[config.mk]
export PLATFORM = sky130hd
export DESIGN_NAME = hazard_unit_flat
export DESIGN_NICKNAME = d
export VERILOG_FILES = /design/src/rtl/hazard_unit_if.sv /design/src/rtl/hazard_unit.sv /design/src/flat_wrapper.sv
export SDC_FILE = /design/constraint.sdc
export NUM_CORES = 1
export LEC_CHECK = 0
export BUFFER_PORTS_ARGS = -buffer_cell sky130_fd_sc_hd__buf_2
export CORE_MARGIN = 3
export CORE_UTILIZATION = 51
export CTS_CLUSTER_SIZE = 8
export DETAILED_ROUTE_END_ITERATION = 10
export PLACE_DENSITY = 0.8
export SLEW_MARGIN = 20
export SYNTH_ARGS = -nofsm -noshare
export SYNTH_HDL_FRONTEND = slang
export SYNTH_SLANG_ARGS = --single-unit
[constraint.sdc]
create_clock -name CLK -period 2.7 [get_ports CLK]
set_clock_uncertainty 0.1 [all_clocks]
set_input_delay 0.135 -clock CLK [delete_from_list [all_inputs] [get_ports CLK]]
set_output_delay 0.135 -clock CLK [all_outputs]
set_load 0.05 [all_outputs]
[src/rtl/hazard_unit_if.sv]
// Hazard unit signal bundle: pipeline-stage observations in, latch/PC controls and
// stall statistics out. The pipeline (master) drives observations; the hazard unit is the slave.
interface hazard_unit_if #(
    parameter int unsigned REG_W = 5,
    parameter int unsigned CNT_W = 16
);
    logic [REG_W-1:0] rsID;
    logic [REG_W-1:0] rtID;
    logic             useRtID;
    logic [REG_W-1:0] destEX;
    logic             memReadEX;
    logic             dRENMEM;
    logic             dWENMEM;
    logic             dhit;
    logic             ihit;
    logic             redirMEM;

    logic             pcEN;
    logic             ifidEN;
    logic             ifidFLUSH;
    logic             idexEN;
    logic             idexFLUSH;
    logic             exmemEN;
    logic             exmemFLUSH;
    logic             memwbEN;
    logic [1:0]       hzState;
    logic [CNT_W-1:0] luCount;
    logic [CNT_W-1:0] dwCount;
    logic [CNT_W-1:0] rdCount;

    modport master (
        output rsID, rtID, useRtID, destEX, memReadEX, dRENMEM, dWENMEM, dhit, ihit, redirMEM,
        input  pcEN, ifidEN, ifidFLUSH, idexEN, idexFLUSH, exmemEN, exmemFLUSH, memwbEN,
        input  hzState, luCount, dwCount, rdCount
    );

    modport slave (
        input  rsID, rtID, useRtID, destEX, memReadEX, dRENMEM, dWENMEM, dhit, ihit, redirMEM,
        output pcEN, ifidEN, ifidFLUSH, idexEN, idexFLUSH, exmemEN, exmemFLUSH, memwbEN,
        output hzState, luCount, dwCount, rdCount
    );
endinterface

[src/rtl/hazard_unit.sv]
// Pipeline hazard control for the 5-stage core: load-use stalls, data-memory freezes,
// fetch-miss bubbles and branch/jump redirect flushes, plus saturating per-cause counters.
module hazard_unit (
    input  logic          CLK,
    input  logic          nRST,
    hazard_unit_if.slave  hif
);
    typedef enum logic [1:0] {
        RUN     = 2'd0,
        LUSTALL = 2'd1,
        DWAIT   = 2'd2,
        REDIR   = 2'd3
    } state_t;

    state_t state;
    state_t next_state;
    logic   dwait;
    logic   lu;

    assign dwait = (hif.dRENMEM | hif.dWENMEM) & ~hif.dhit;
    assign lu    = hif.memReadEX & (hif.destEX != '0) &
                   ((hif.destEX == hif.rsID) | (hif.useRtID & (hif.destEX == hif.rtID)));

    // next_state doubles as the "action taken this cycle" tag that drives the counters.
    always_comb begin
        next_state     = RUN;
        hif.pcEN       = 1'b0;
        hif.ifidEN     = 1'b0;
        hif.ifidFLUSH  = 1'b0;
        hif.idexEN     = 1'b0;
        hif.idexFLUSH  = 1'b0;
        hif.exmemEN    = 1'b0;
        hif.exmemFLUSH = 1'b0;
        hif.memwbEN    = 1'b0;
        if (dwait) begin
            next_state = DWAIT;
        end else if (hif.redirMEM) begin
            next_state     = REDIR;
            hif.pcEN       = 1'b1;
            hif.ifidEN     = 1'b1;
            hif.ifidFLUSH  = 1'b1;
            hif.idexEN     = 1'b1;
            hif.idexFLUSH  = 1'b1;
            hif.exmemEN    = 1'b1;
            hif.exmemFLUSH = 1'b1;
            hif.memwbEN    = 1'b1;
        end else if (lu) begin
            next_state    = LUSTALL;
            hif.idexEN    = 1'b1;
            hif.idexFLUSH = 1'b1;
            hif.exmemEN   = 1'b1;
            hif.memwbEN   = 1'b1;
        end else if (!hif.ihit) begin
            hif.ifidEN    = 1'b1;
            hif.ifidFLUSH = 1'b1;
            hif.idexEN    = 1'b1;
            hif.exmemEN   = 1'b1;
            hif.memwbEN   = 1'b1;
        end else begin
            hif.pcEN    = 1'b1;
            hif.ifidEN  = 1'b1;
            hif.idexEN  = 1'b1;
            hif.exmemEN = 1'b1;
            hif.memwbEN = 1'b1;
        end
        // Hold every latch while reset is asserted, regardless of the inputs.
        if (!nRST) begin
            hif.pcEN       = 1'b0;
            hif.ifidEN     = 1'b0;
            hif.ifidFLUSH  = 1'b0;
            hif.idexEN     = 1'b0;
            hif.idexFLUSH  = 1'b0;
            hif.exmemEN    = 1'b0;
            hif.exmemFLUSH = 1'b0;
            hif.memwbEN    = 1'b0;
        end
    end

    always_ff @(posedge CLK or negedge nRST) begin
        if (!nRST) begin
            state       <= RUN;
            hif.luCount <= '0;
            hif.dwCount <= '0;
            hif.rdCount <= '0;
        end else begin
            state <= next_state;
            if (next_state == LUSTALL && hif.luCount != '1)
                hif.luCount <= hif.luCount + 1'b1;
            if (next_state == DWAIT && hif.dwCount != '1)
                hif.dwCount <= hif.dwCount + 1'b1;
            if (next_state == REDIR && hif.rdCount != '1)
                hif.rdCount <= hif.rdCount + 1'b1;
        end
    end

    assign hif.hzState = state;
endmodule

[src/flat_wrapper.sv]
// flat-port wrapper written by rule: the top's interface ports become plain ports
module hazard_unit_flat 
  (CLK, nRST, hif_rsID, hif_rtID, hif_useRtID, hif_destEX, hif_memReadEX, hif_dRENMEM, hif_dWENMEM, hif_dhit, hif_ihit, hif_redirMEM, hif_pcEN, hif_ifidEN, hif_ifidFLUSH, hif_idexEN, hif_idexFLUSH, hif_exmemEN, hif_exmemFLUSH, hif_memwbEN, hif_hzState, hif_luCount, hif_dwCount, hif_rdCount);
  hazard_unit_if #(.REG_W(5), .CNT_W(16)) hif_i ();
  input  logic CLK;
  input  logic nRST;
  input wire logic [$bits(hif_i.rsID)-1:0] hif_rsID;
  input wire logic [$bits(hif_i.rtID)-1:0] hif_rtID;
  input wire logic [$bits(hif_i.useRtID)-1:0] hif_useRtID;
  input wire logic [$bits(hif_i.destEX)-1:0] hif_destEX;
  input wire logic [$bits(hif_i.memReadEX)-1:0] hif_memReadEX;
  input wire logic [$bits(hif_i.dRENMEM)-1:0] hif_dRENMEM;
  input wire logic [$bits(hif_i.dWENMEM)-1:0] hif_dWENMEM;
  input wire logic [$bits(hif_i.dhit)-1:0] hif_dhit;
  input wire logic [$bits(hif_i.ihit)-1:0] hif_ihit;
  input wire logic [$bits(hif_i.redirMEM)-1:0] hif_redirMEM;
  output wire logic [$bits(hif_i.pcEN)-1:0] hif_pcEN;
  output wire logic [$bits(hif_i.ifidEN)-1:0] hif_ifidEN;
  output wire logic [$bits(hif_i.ifidFLUSH)-1:0] hif_ifidFLUSH;
  output wire logic [$bits(hif_i.idexEN)-1:0] hif_idexEN;
  output wire logic [$bits(hif_i.idexFLUSH)-1:0] hif_idexFLUSH;
  output wire logic [$bits(hif_i.exmemEN)-1:0] hif_exmemEN;
  output wire logic [$bits(hif_i.exmemFLUSH)-1:0] hif_exmemFLUSH;
  output wire logic [$bits(hif_i.memwbEN)-1:0] hif_memwbEN;
  output wire logic [$bits(hif_i.hzState)-1:0] hif_hzState;
  output wire logic [$bits(hif_i.luCount)-1:0] hif_luCount;
  output wire logic [$bits(hif_i.dwCount)-1:0] hif_dwCount;
  output wire logic [$bits(hif_i.rdCount)-1:0] hif_rdCount;
  assign hif_i.rsID = hif_rsID;
  assign hif_i.rtID = hif_rtID;
  assign hif_i.useRtID = hif_useRtID;
  assign hif_i.destEX = hif_destEX;
  assign hif_i.memReadEX = hif_memReadEX;
  assign hif_i.dRENMEM = hif_dRENMEM;
  assign hif_i.dWENMEM = hif_dWENMEM;
  assign hif_i.dhit = hif_dhit;
  assign hif_i.ihit = hif_ihit;
  assign hif_i.redirMEM = hif_redirMEM;
  assign hif_pcEN = hif_i.pcEN;
  assign hif_ifidEN = hif_i.ifidEN;
  assign hif_ifidFLUSH = hif_i.ifidFLUSH;
  assign hif_idexEN = hif_i.idexEN;
  assign hif_idexFLUSH = hif_i.idexFLUSH;
  assign hif_exmemEN = hif_i.exmemEN;
  assign hif_exmemFLUSH = hif_i.exmemFLUSH;
  assign hif_memwbEN = hif_i.memwbEN;
  assign hif_hzState = hif_i.hzState;
  assign hif_luCount = hif_i.luCount;
  assign hif_dwCount = hif_i.dwCount;
  assign hif_rdCount = hif_i.rdCount;
  hazard_unit u_core (.CLK(CLK), .nRST(nRST), .hif(hif_i));
endmodule
==> results of run 1 <==
-- synth_stat cells, types with 2 or more instances --
master	instances
o21a_1	4
nand2_1	24
buf_4	2
xnor2_1	45
a2111oi_4	2
xor2_1	8
nand3_1	21
nor3_2	2
inv_1	8
mux2_2	4
dfrtp_1	50
ha_1	3
nor2_1	12
nor4b_2	2
and4_1	3
nand4_1	21
and3_1	6
-- cells in the final DEF, fill, tap and decap left out, types with 2 or more instances in the layout --
cell / count
buf_2: 81
dfrtp_1: 50
xnor2_1: 45
nand2_1: 24
nand3_1: 21
nand4_1: 21
nor2_1: 12
inv_1: 8
xor2_1: 8
and3_1: 6
clkbuf_8: 5
o21a_1: 4
mux2_2: 4
and4_1: 3
ha_1: 3
nor3_2: 2
a2111oi_4: 2
nor4b_2: 2
buf_4: 2
-- routing by layer --
metal / track usage / part of all wire / routed length [um]
met1: 0.242 / 0.44 / 2360
met2: 0.326 / 0.50 / 2660
met3: 0.0329 / 0.055 / 293
met4: 0.0623 / 0.0099 / 53
met5: 0 / 0 / 0
-- layout make-up --
cell class,count,area (um^2),area share
sequential,50,1250,0.395
timing repair buffer,84,430,0.136
multi-input combinational,177,1290,0.406
inverter,8,30.0,0.00947
tap,67,83.8,0.0264
clock inverter,2,13.8,0.00434
clock buffer,6,72.6,0.0229
-- power groups by stage --
stage	clock, mW	combinational (mW)	sequential (mW)
2_1_floorplan	0	0.248	1.37
3_3_place_gp	0	0.811	1.00
3_5_place_dp	0	0.825	1.01
4_1_cts	0.435	0.828	0.997
5_1_grt	0.469	0.877	1.02
6_report	0.417	0.822	0.998
-- metrics by stage --
step	cells	hold WS (ns)
after detailed placement	385	0.227
final	394	0.0589
after global placement	385	0.225
after CTS	394	0.0383
after global routing	394	0.0621
after floorplan	238	-0.261
-- cells by family after synthesis --
family,synth area share
AO/OA/AOI/OAI,0.0676
flip-flops,0.483
XOR/XNOR,0.179
adder cells (fa/ha/maj),0.0145
multiplexers,0.0174
AND/OR/NAND/NOR,0.219
buffers and inverters,0.0193
-- path summary, 6_finish.rpt --
check | from | to | slack, ns | cells past startpoint
worst max-delay path | u_core.hif.luCount[0]$_DFFE_PN0P_ | u_core.hif.luCount[11]$_DFFE_PN0P_ | 0.58 | 6
worst min-delay path | hif_redirMEM | u_core.hif.hzState[0]$_DFF_PN0_ | 0.06 | 2
worst max register to register | u_core.hif.luCount[0]$_DFFE_PN0P_ | u_core.hif.luCount[11]$_DFFE_PN0P_ | 0.58 | 6
worst min register to register | u_core.hif.rdCount[6]$_DFFE_PN0P_ | u_core.hif.rdCount[6]$_DFFE_PN0P_ | 0.38 | 1
max in group asynchronous | nRST | u_core.hif.luCount[10]$_DFFE_PN0P_ | 1.67 | 3
min in group asynchronous | nRST | u_core.hif.dwCount[2]$_DFFE_PN0P_ | 0.41 | 3
-- state kept, by name, summed over array words and instances (netlist names) --
| signal | cells |
|---|---|
| u_core.hif.dwCount | 16 |
| u_core.hif.hzState | 2 |
| u_core.hif.luCount | 16 |
| u_core.hif.rdCount | 16 |
==> impl_metrics.json, run 1 <==
{
  "slew_headroom": 0.596,
  "setup_ws_ns": 0.581,
  "p_comb_frac": 0.368,
  "clock_latency_ns": 0.29,
  "design_area_mm2": 0.00317,
  "dr.pass1.iters": 5,
  "drive_gt1_frac": 0.330,
  "num_rows": 25,
  "cts.sinks": 50,
  "netlist_area_mm2": 0.00259,
  "pwr-share-seq": 0.446,
  "htreeDepth": 2,
  "wl_mm": 5.37,
  "p_leak_nw": 1.52,
  "worstMarginPinSlew_ns": 0.606,
  "numCtsBuffers": 5,
  "cp_top_family": "simple AND/OR/NAND/NOR gates",
  "wl_per_cell_um": 13.6,
  "drc_errors": 0,
  "grt_pass1_wl_mm": 9.25,
  "setup_viol": 0,
  "switching_share": 0.436,
  "fmax_ghz": 0.472,
  "vdd_drop_max_v": 0.000544,
  "port_buffers": 81,
  "die_width_um": 77.3,
  "cp.required_ns": 2.79,
  "crit_buf_inv": 0,
  "fin_tns_setup_ns": 0,
  "floorplan.die_area_mm2": 0.00597,
  "viasPerCell": 5.31,
  "postCtsSetupBuffers": 0,
  "cp_slowest_cell": "a2111oi_4",
  "antenna_cells": 0,
  "io_pins": 82,
  "internal_power_mw": 1.26,
  "fin_util": 0.658,
  "hpwl_mm": 4.14,
  "yosys_warnings": 0,
  "synth_enable_flop_cells": 0,
  "worstSetupPathType": "register to register",
  "drv_cap": 0,
  "grt-ovfl-total": 0,
  "finalPower_mw": 2.24,
  "synthArstFlopShare": 1.00,
  "min_period_ns": 2.12,
  "vias": 2094,
  "fillerInstances": 403,
  "p_per_area_mw_per_mm2": 705,
  "synthDistinctLibCells": 38,
  "switchingPower_mw": 0.976,
  "drt_iter0_markers": 74,
  "hold_buffers": 1,
  "syn-num-nets": 265,
  "cts-resized-gates": 0,
  "status": "completed",
  "cpPeakStageDelay_ns": 0.47,
  "min_path_type": "input port to register",
  "grt_max_degree": 51,
  "rsz0062_at_grt": "no",
  "cp-end-kind": "register",
  "cts_tree": "built",
  "crit_chain": "ha_1 > and4_1 > and3_1 > a2111oi_4 > nand4_1 > xnor2_1",
  "track_usage": 0.190,
  "area_growth_pct": 22.4,
  "synth_top_area_share": 0.483,
  "ys.flop_type": "dfrtp_1",
  "core-area_mm2": 0.00482,
  "yosys-top-cells-area": "dfrtp_1 (48%), xnor2_1 (15%), nand4_1 (5.1%)",
  "crit_fanout": 5,
  "arrival_ns": 2.21,
  "clk_path_buf_depth": 2,
  "grt_pass1_vias": 2034,
  "clk_pin_slew_ns": 0.09,
  "die_h_um": 77.3,
  "crit_path_start_kind": "register",
  "synthCells": 238,
  "power_frac_clock": 0.186,
  "placed_area_mm2": 0.00307,
  "antenna_found_initial": 0,
  "pre_cts_slack_ns": 0.601,
  "ant_nets": 0,
  "ys_seq_area_frac": 0.483,
  "final_nets": 353,
  "synth_area_leader_cell": "dfrtp_1",
  "postSynthAreaPerCell_um2": 10.9,
  "root_buffer": "clkbuf_8",
  "final_max_slew_viol_count": 0,
  "place.gp.congestion": 0.880,
  "ys_ff_latch": 50,
  "hold_viol": 0,
  "period_share": 0.785,
  "initial_core_util": 0.538
}
(Power assumes the default switching activity.)
==> run 2, diff against run 1 <==
--- a/config.mk
+++ b/config.mk
@@ -7,10 +7,10 @@
 export LEC_CHECK = 0
 export BUFFER_PORTS_ARGS = -buffer_cell sky130_fd_sc_hd__buf_2
 export CORE_MARGIN = 3
-export CORE_UTILIZATION = 51
+export CORE_UTILIZATION = 46
 export CTS_CLUSTER_SIZE = 8
 export DETAILED_ROUTE_END_ITERATION = 10
-export PLACE_DENSITY = 0.8
+export PLACE_DENSITY = 0.76
 export SLEW_MARGIN = 20
 export SYNTH_ARGS = -nofsm -noshare
 export SYNTH_HDL_FRONTEND = slang
==> constraint.sdc (replaced) <==
create_clock -name CLK -period 1.85 [get_ports CLK]
set_clock_uncertainty 0.1 [all_clocks]
set_input_delay 0.0925 -clock CLK [delete_from_list [all_inputs] [get_ports CLK]]
set_output_delay 0.0925 -clock CLK [all_outputs]
set_load 0.05 [all_outputs]
==> run 2 against run 1 <==
- the run now ends with negative setup slack left
- total power up 60%
- routed wire length up 13%
- register-to-register slack worse by 0.61 ns
- hold slack gained 0.023 ns
- clock power up 81%
- maximum frequency up 13%
- global-route usage about the same
- design area grew 10%
- sequential power rose by 49%
- utilization grew 0.66 points
==> impl_metrics.json, run 2 (synthesized netlist as in run 1, its figures left out) <==
{
  "antenna_found_initial": 0,
  "place.gp.congestion": 0.819,
  "setup_viol": 3,
  "fin_cells": 416,
  "setup_ws_ns": -0.0287,
  "min_period_ns": 1.88,
  "viasPerCell": 5.25,
  "grt_max_degree": 51,
  "min_path_type": "input port to register",
  "grt_pass1_wl_mm": 9.74,
  "core-area_mm2": 0.00527,
  "final_cell_mix": "buf_2 (79), xnor2_1 (45), dfrtp_2 (38), nand2_1 (24), nand4_1 (21)",
  "placed_area_mm2": 0.00331,
  "fin_tns_setup_ns": -0.0600,
  "hold_end": "u_core.hif.hzState[0]$_DFF_PN0_",
  "clk_path_buf_depth": 2,
  "reg2regPathDepth": 6,
  "holdWs_ns": 0.0814,
  "drv_cap": 0,
  "drive_gt1_frac": 0.509,
  "worstMarginPinSlew_ns": 0.617,
  "hold_viol": 0,
  "p_per_area_mw_per_mm2": 1020,
  "placed_cells": 405,
  "root_buffer": "clkbuf_8",
  "ant_nets": 0,
  "htreeDepth": 2,
  "wl_per_cell_um": 14.5,
  "r2r_end": "u_core.hif.luCount[15]$_DFFE_PN0P_",
  "hpwl_mm": 4.59,
  "initial_core_util": 0.491,
  "clock_latency_ns": 0.30,
  "fmax_ghz": 0.532,
  "violations": "negative setup slack",
  "drt_iter0_markers": 79,
  "track_usage": 0.190,
  "regToRegStartpoint": "u_core.hif.luCount[1]$_DFFE_PN0P_",
  "die_h_um": 81.0,
  "dr.pass1.iters": 4,
  "cp.required_ns": 1.94,
  "p_leak_nw": 1.59,
  "port_buffers": 81,
  "floorplan.die_area_mm2": 0.00657,
  "cts.sinks": 50,
  "grt_pass1_vias": 2116,
  "wl_mm": 6.05,
  "hp-start": "hif_dRENMEM",
  "crit_path_start_kind": "register",
  "reg2reg_slack_ns": -0.03,
  "crit_fanout": 4,
  "cp-end-kind": "register",
  "final_nets": 372,
  "vdd_drop_max_v": 0.000779,
  "fin_util": 0.665,
  "worstSetupPathType": "register to register",
  "period_share": 1.02,
  "hold_depth": 3,
  "grt-ovfl-total": 0,
  "rsz0062_at_grt": "yes",
  "arrival_ns": 1.97,
  "design_area_mm2": 0.00350,
  "vias": 2184,
  "die_width_um": 81.0,
  "io_pins": 82,
  "numCtsBuffers": 5,
  "num_rows": 26,
  "final_common_cell": "buf_2",
  "slew_headroom": 0.589,
  "clk_pin_slew_ns": 0.09,
  "drc_errors": 0,
  "largestRegisters": "u_core.hif.dwCount: 16 flops, u_core.hif.luCount: 16 flops, u_core.hif.rdCount: 16 flops",
  "final_max_slew_viol_count": 0,
  "antenna_cells": 0,
  "area_growth_pct": 35.3,
  "status": "complete, but fails checks",
  "cts_tree": "built"
}
[run 2: changes by cell type in the layout (fill, tap and decap cells not counted), moves of 3 or more]
cell / previous run / this run
dfrtp_1: 50 / 12
buf_4: 2 / 20
nand3_2: 0 / 3
nand3_1: 21 / 18
dfrtp_2: 0 / 38
[run 2: stage by stage]
step / power [mW] / setup WS [ns]
3_3_place_gp: 2.78 / -0.0255
4_1_cts: 3.58 / -0.0353
6_report: 3.57 / -0.0287
3_5_place_dp: 2.82 / -0.0353
2_1_floorplan: 2.43 / -0.139
5_1_grt: 3.75 / -0.0930
[run 2: worst max-delay path: stages (launching register included)]
cell	delay, ns
dfrtp_2	0.44
ha_4	0.17
and4_1	0.19
and3_4	0.19
a2111oi_4	0.38
nand4_1	0.16
xnor2_1	0.14
[run 2: worst max-delay path by stage]
stage                                                  from                                 end  depth (start not counted)
after global placement                        hif_destEX[0]                       hif_ifidFLUSH                          6
after detailed placement  u_core.hif.luCount[1]$_DFFE_PN0P_  u_core.hif.luCount[15]$_DFFE_PN0P_                          6
final                     u_core.hif.luCount[1]$_DFFE_PN0P_  u_core.hif.luCount[15]$_DFFE_PN0P_                          6
after global routing      u_core.hif.luCount[1]$_DFFE_PN0P_   u_core.hif.luCount[7]$_DFFE_PN0P_                          6
after CTS                 u_core.hif.luCount[1]$_DFFE_PN0P_  u_core.hif.luCount[15]$_DFFE_PN0P_                          6
after floorplan           u_core.hif.luCount[0]$_DFFE_PN0P_  u_core.hif.luCount[15]$_DFFE_PN0P_                          6
[run 2: cell type report]
class                      count  area [um^2]
tap                           70         87.6
clock inverter                 1         30.0
timing repair buffer         103          588
clock buffer                   7         76.3
inverter                       8         30.0
multi-input combinational    177         1390
fill                         438         1770
sequential                    50         1300
[run 2: where the power goes]
| group | internal, mW | switching (mW) | total (mW) |
|---|---|---|---|
| clock | 0.405 | 0.350 | 0.755 |
| sequential | 1.28 | 0.207 | 1.49 |
| combinational | 0.401 | 0.928 | 1.33 |
| total | 2.08 | 1.49 | 3.57 |
[run 2: routing by layer]
layer  global-route usage  part of all wire  routed length [um]  vias to the layer above
met4               0.0693             0.019                 116                        0
li1                     -                 -                   -                     1050
met5                    0                 0                   0                        -
met2                0.324              0.50                3020                       65
met1                0.241              0.43                2610                     1061
met3               0.0333             0.050                 302                        8
[run 2: what timing repair did]
| action | in CTS | in global routing |
|---|---|---|
| hold buffers | 2 | 0 |
| gates cloned | 0 | 0 |
| setup buffers | 1 | 0 |
| setup endpoints to repair | 6 | 12 |
| endpoints found under the hold margin | 51 | 0 |
| gates resized for setup | 2 | 14 |
| pin swaps | 4 | 3 |
==> run 3, diff against run 2 <==
--- a/config.mk
+++ b/config.mk
@@ -5,12 +5,13 @@
 export SDC_FILE = /design/constraint.sdc
 export NUM_CORES = 1
 export LEC_CHECK = 0
+export ABC_AREA = 1
 export BUFFER_PORTS_ARGS = -buffer_cell sky130_fd_sc_hd__buf_2
 export CORE_MARGIN = 3
-export CORE_UTILIZATION = 46
+export CORE_UTILIZATION = 54
 export CTS_CLUSTER_SIZE = 8
 export DETAILED_ROUTE_END_ITERATION = 10
-export PLACE_DENSITY = 0.76
+export PLACE_DENSITY = 0.81
 export SLEW_MARGIN = 20
 export SYNTH_ARGS = -nofsm -noshare
 export SYNTH_HDL_FRONTEND = slang
==> constraint.sdc (replaced) <==
create_clock -name CLK -period 2.1 [get_ports CLK]
set_clock_uncertainty 0.1 [all_clocks]
set_input_delay 0.105 -clock CLK [delete_from_list [all_inputs] [get_ports CLK]]
set_output_delay 0.105 -clock CLK [all_outputs]
set_load 0.05 [all_outputs]
==> run 3 against run 2 <==
- the run now ends clean
- count of clock-buffer cells in the layout is the same
- total power decreased by 12%
- setup slack gained 0.28 ns
- non-clock buffer count shrank 15
- sequential cell count stayed put
- synthesized area up 30%
- first-iteration DRC count rose by 110%
- maximum frequency rose by 1.6%
- critical path type unchanged
- highest routed layer unchanged
==> impl_metrics.json, run 3 <==
{
  "status": "completed",
  "clk_pin_slew_ns": 0.10,
  "synth_area_leader_cell": "dfrtp_1",
  "fillerInstances": 552,
  "arrival_ns": 1.94,
  "die_width_um": 84.9,
  "placed_area_mm2": 0.00381,
  "final_common_cell": "nand2_1",
  "cpPeakStageDelay_ns": 0.46,
  "viasPerCell": 5.22,
  "worstSetupPathType": "register to register",
  "ys_seq_area_frac": 0.373,
  "area_growth_pct": 17.1,
  "root_buffer": "clkbuf_8",
  "cp-endpoint": "u_core.hif.luCount[2]$_DFFE_PN0P_",
  "crit_path_start": "u_core.hif.luCount[0]$_DFFE_PN0P_",
  "postCtsSetupBuffers": 0,
  "regToRegStartpoint": "u_core.hif.luCount[0]$_DFFE_PN0P_",
  "placed_cells": 626,
  "synth.most_common_cell": "nand2_1",
  "crit_path_start_kind": "register",
  "clock_latency_ns": 0.31,
  "yosys-top-cells-area": "dfrtp_1 (37%), nand2_1 (20%), nor2_1 (5.6%)",
  "hpwl_mm": 5.86,
  "synthArstFlopShare": 1.00,
  "drive_gt1_frac": 0.223,
  "crit_chain": "ha_1 > nand3_4 > nor2_4 > nand4_1 > nand2_1 > inv_2 > buf_4 > nand4_1 > nand2_1",
  "ys_ff_latch": 50,
  "io_pins": 82,
  "drv_cap": 0,
  "place.gp.congestion": 0.863,
  "synth_enable_flop_cells": 0,
  "slew_headroom": 0.580,
  "fmax_ghz": 0.541,
  "track_usage": 0.230,
  "synthTopCellsByCount": "nand2_1 (177), dfrtp_1 (50), nor2_1 (50), inv_1 (43), nand3_1 (34)",
  "final_max_slew_viol_count": 0,
  "cts.sinks": 50,
  "grt-ovfl-total": 0,
  "hold_viol": 0,
  "reg2reg_slack_ns": 0.25,
  "vias": 3315,
  "cp.required_ns": 2.19,
  "final_cell_mix": "nand2_1 (177), buf_2 (81), dfrtp_1 (50), nor2_1 (49), inv_1 (43)",
  "multi_input_area_mm2": 0.00183,
  "grt_max_degree": 51,
  "p_leak_nw": 2.12,
  "yosys_warnings": 0,
  "fin_cells": 635,
  "ys.flop_type": "dfrtp_1",
  "numCtsBuffers": 5,
  "htreeDepth": 2,
  "fin_tns_setup_ns": 0,
  "synthCells": 475,
  "setup_viol": 0,
  "netlist_area_mm2": 0.00336,
  "syn-num-nets": 502,
  "die_h_um": 84.9,
  "core-area_mm2": 0.00596,
  "rsz0062_at_grt": "no",
  "synthDistinctLibCells": 28,
  "worstMarginPinSlew_ns": 0.630,
  "cp-end-kind": "register",
  "min_period_ns": 1.85,
  "reg2regPathDepth": 9,
  "cp_slowest_cell": "dfrtp_1",
  "crit_fanout": 16,
  "min_path_type": "input port to register",
  "r2r_end": "u_core.hif.luCount[2]$_DFFE_PN0P_",
  "vdd_drop_max_v": 0.000515,
  "fin_util": 0.660,
  "wl_per_cell_um": 12.5,
  "final_nets": 586,
  "largestRegisters": "u_core.hif.dwCount: 16 flops, u_core.hif.luCount: 16 flops, u_core.hif.rdCount: 16 flops",
  "postSynthAreaPerCell_um2": 7.07,
  "floorplan.die_area_mm2": 0.00720,
  "num_rows": 28,
  "initial_core_util": 0.564,
  "drt_iter0_markers": 163,
  "seqCellArea_mm2": 0.00125,
  "design_area_mm2": 0.00393,
  "dr.pass1.iters": 4,
  "cts_tree": "built",
  "synth_top_area_share": 0.373,
  "grt_pass1_vias": 3074,
  "p_per_area_mw_per_mm2": 803,
  "clk_path_buf_depth": 2,
  "ant_nets": 0,
  "period_share": 0.881,
  "port_buffers": 81,
  "antenna_found_initial": 0,
  "holdWs_ns": 0.0391,
  "drc_errors": 0,
  "antenna_cells": 0,
  "grt_pass1_wl_mm": 13.8,
  "wl_mm": 7.93
}
[run 3: changes by cell type after synthesis, sizes merged, moves of 7 or more]
| cell | before | now |
|---|---|---|
| o21ai | 2 | 15 |
| nand2 | 24 | 182 |
| nand4 | 22 | 29 |
| nor2 | 12 | 56 |
| nand3 | 21 | 38 |
| inv | 8 | 49 |
| buf | 3 | 11 |
| xor2 | 8 | 20 |
| xnor2 | 45 | 13 |
[run 3: power breakdown]
| group | switching, mW | total [mW] | internal (mW) |
|---|---|---|---|
| Sequential | 0.179 | 1.27 | 1.09 |
| Combinational | 0.896 | 1.20 | 0.307 |
| Clock | 0.325 | 0.682 | 0.357 |
[run 3: worst min path at each step]
stage / from / to / slack, ns / cells after the start
after floorplan: nRST / u_core.hif.dwCount[0]$_DFFE_PN0P_ / -0.29 / 0
after global placement: nRST / u_core.hif.luCount[13]$_DFFE_PN0P_ / 0.22 / 2
after detailed placement: nRST / u_core.hif.luCount[7]$_DFFE_PN0P_ / 0.23 / 2
after CTS: hif_redirMEM / u_core.hif.hzState[1]$_DFF_PN0_ / 0.03 / 3
after global routing: hif_redirMEM / u_core.hif.hzState[1]$_DFF_PN0_ / 0.06 / 3
final: hif_redirMEM / u_core.hif.hzState[1]$_DFF_PN0_ / 0.04 / 3
[run 3: routing by layer]
layer / share of wire / vias to the layer above / track usage
met3: 0.066 / 12 / 0.0311
met4: 0.018 / 0 / 0.0763
li1: - / 1672 / -
met5: 0 / - / 0
met2: 0.46 / 104 / 0.386
met1: 0.45 / 1527 / 0.308
[run 3: cells by family (layout without fill, tap and decap cells)]
group	count (synthesis)	count (layout)	share of synthesized area
AO/OA/AOI/OAI	16	16	0.0328
buffers and inverters	60	145	0.0823
flip-flops	50	50	0.373
AND/OR/NAND/NOR	313	313	0.415
XOR/XNOR	33	33	0.0861
adder cells (fa/ha/maj)	3	3	0.0112
[run 3: layout make-up]
| class | count | area share |
|---|---|---|
| Inverter | 49 | 0.0474 |
| Clock inverter | 1 | 0.00764 |
| Sequential cell | 50 | 0.318 |
| Clock buffer | 7 | 0.0194 |
| Timing Repair Buffer | 88 | 0.117 |
| Multi-Input combinational cell | 365 | 0.466 |
| Tap cell | 75 | 0.0239 |
[run 3: per-stage QoR]
stage / worst slack (ns) / power (mW)
after floorplan: 0.0420 / 2.19
after global placement: 0.329 / 2.47
after detailed placement: 0.287 / 2.50
after CTS: 0.263 / 3.18
after global routing: 0.0693 / 3.33
final: 0.251 / 3.16
[run 3: what timing repair did]
action / in CTS / in global routing
setup endpoints to repair: 0 / 0
hold endpoints to repair: 50 / 0
hold buffers: 1 / 0
gates resized for setup: 0 / 0
[run 3: worst max-delay path: cells and delay by family, from the launching register on]
family / cells / cell delay, ns
flip-flops: 1 / 0.46
AND/OR/NAND/NOR: 6 / 0.63
buffers and inverters: 2 / 0.24
adder cells (fa/ha/maj): 1 / 0.31
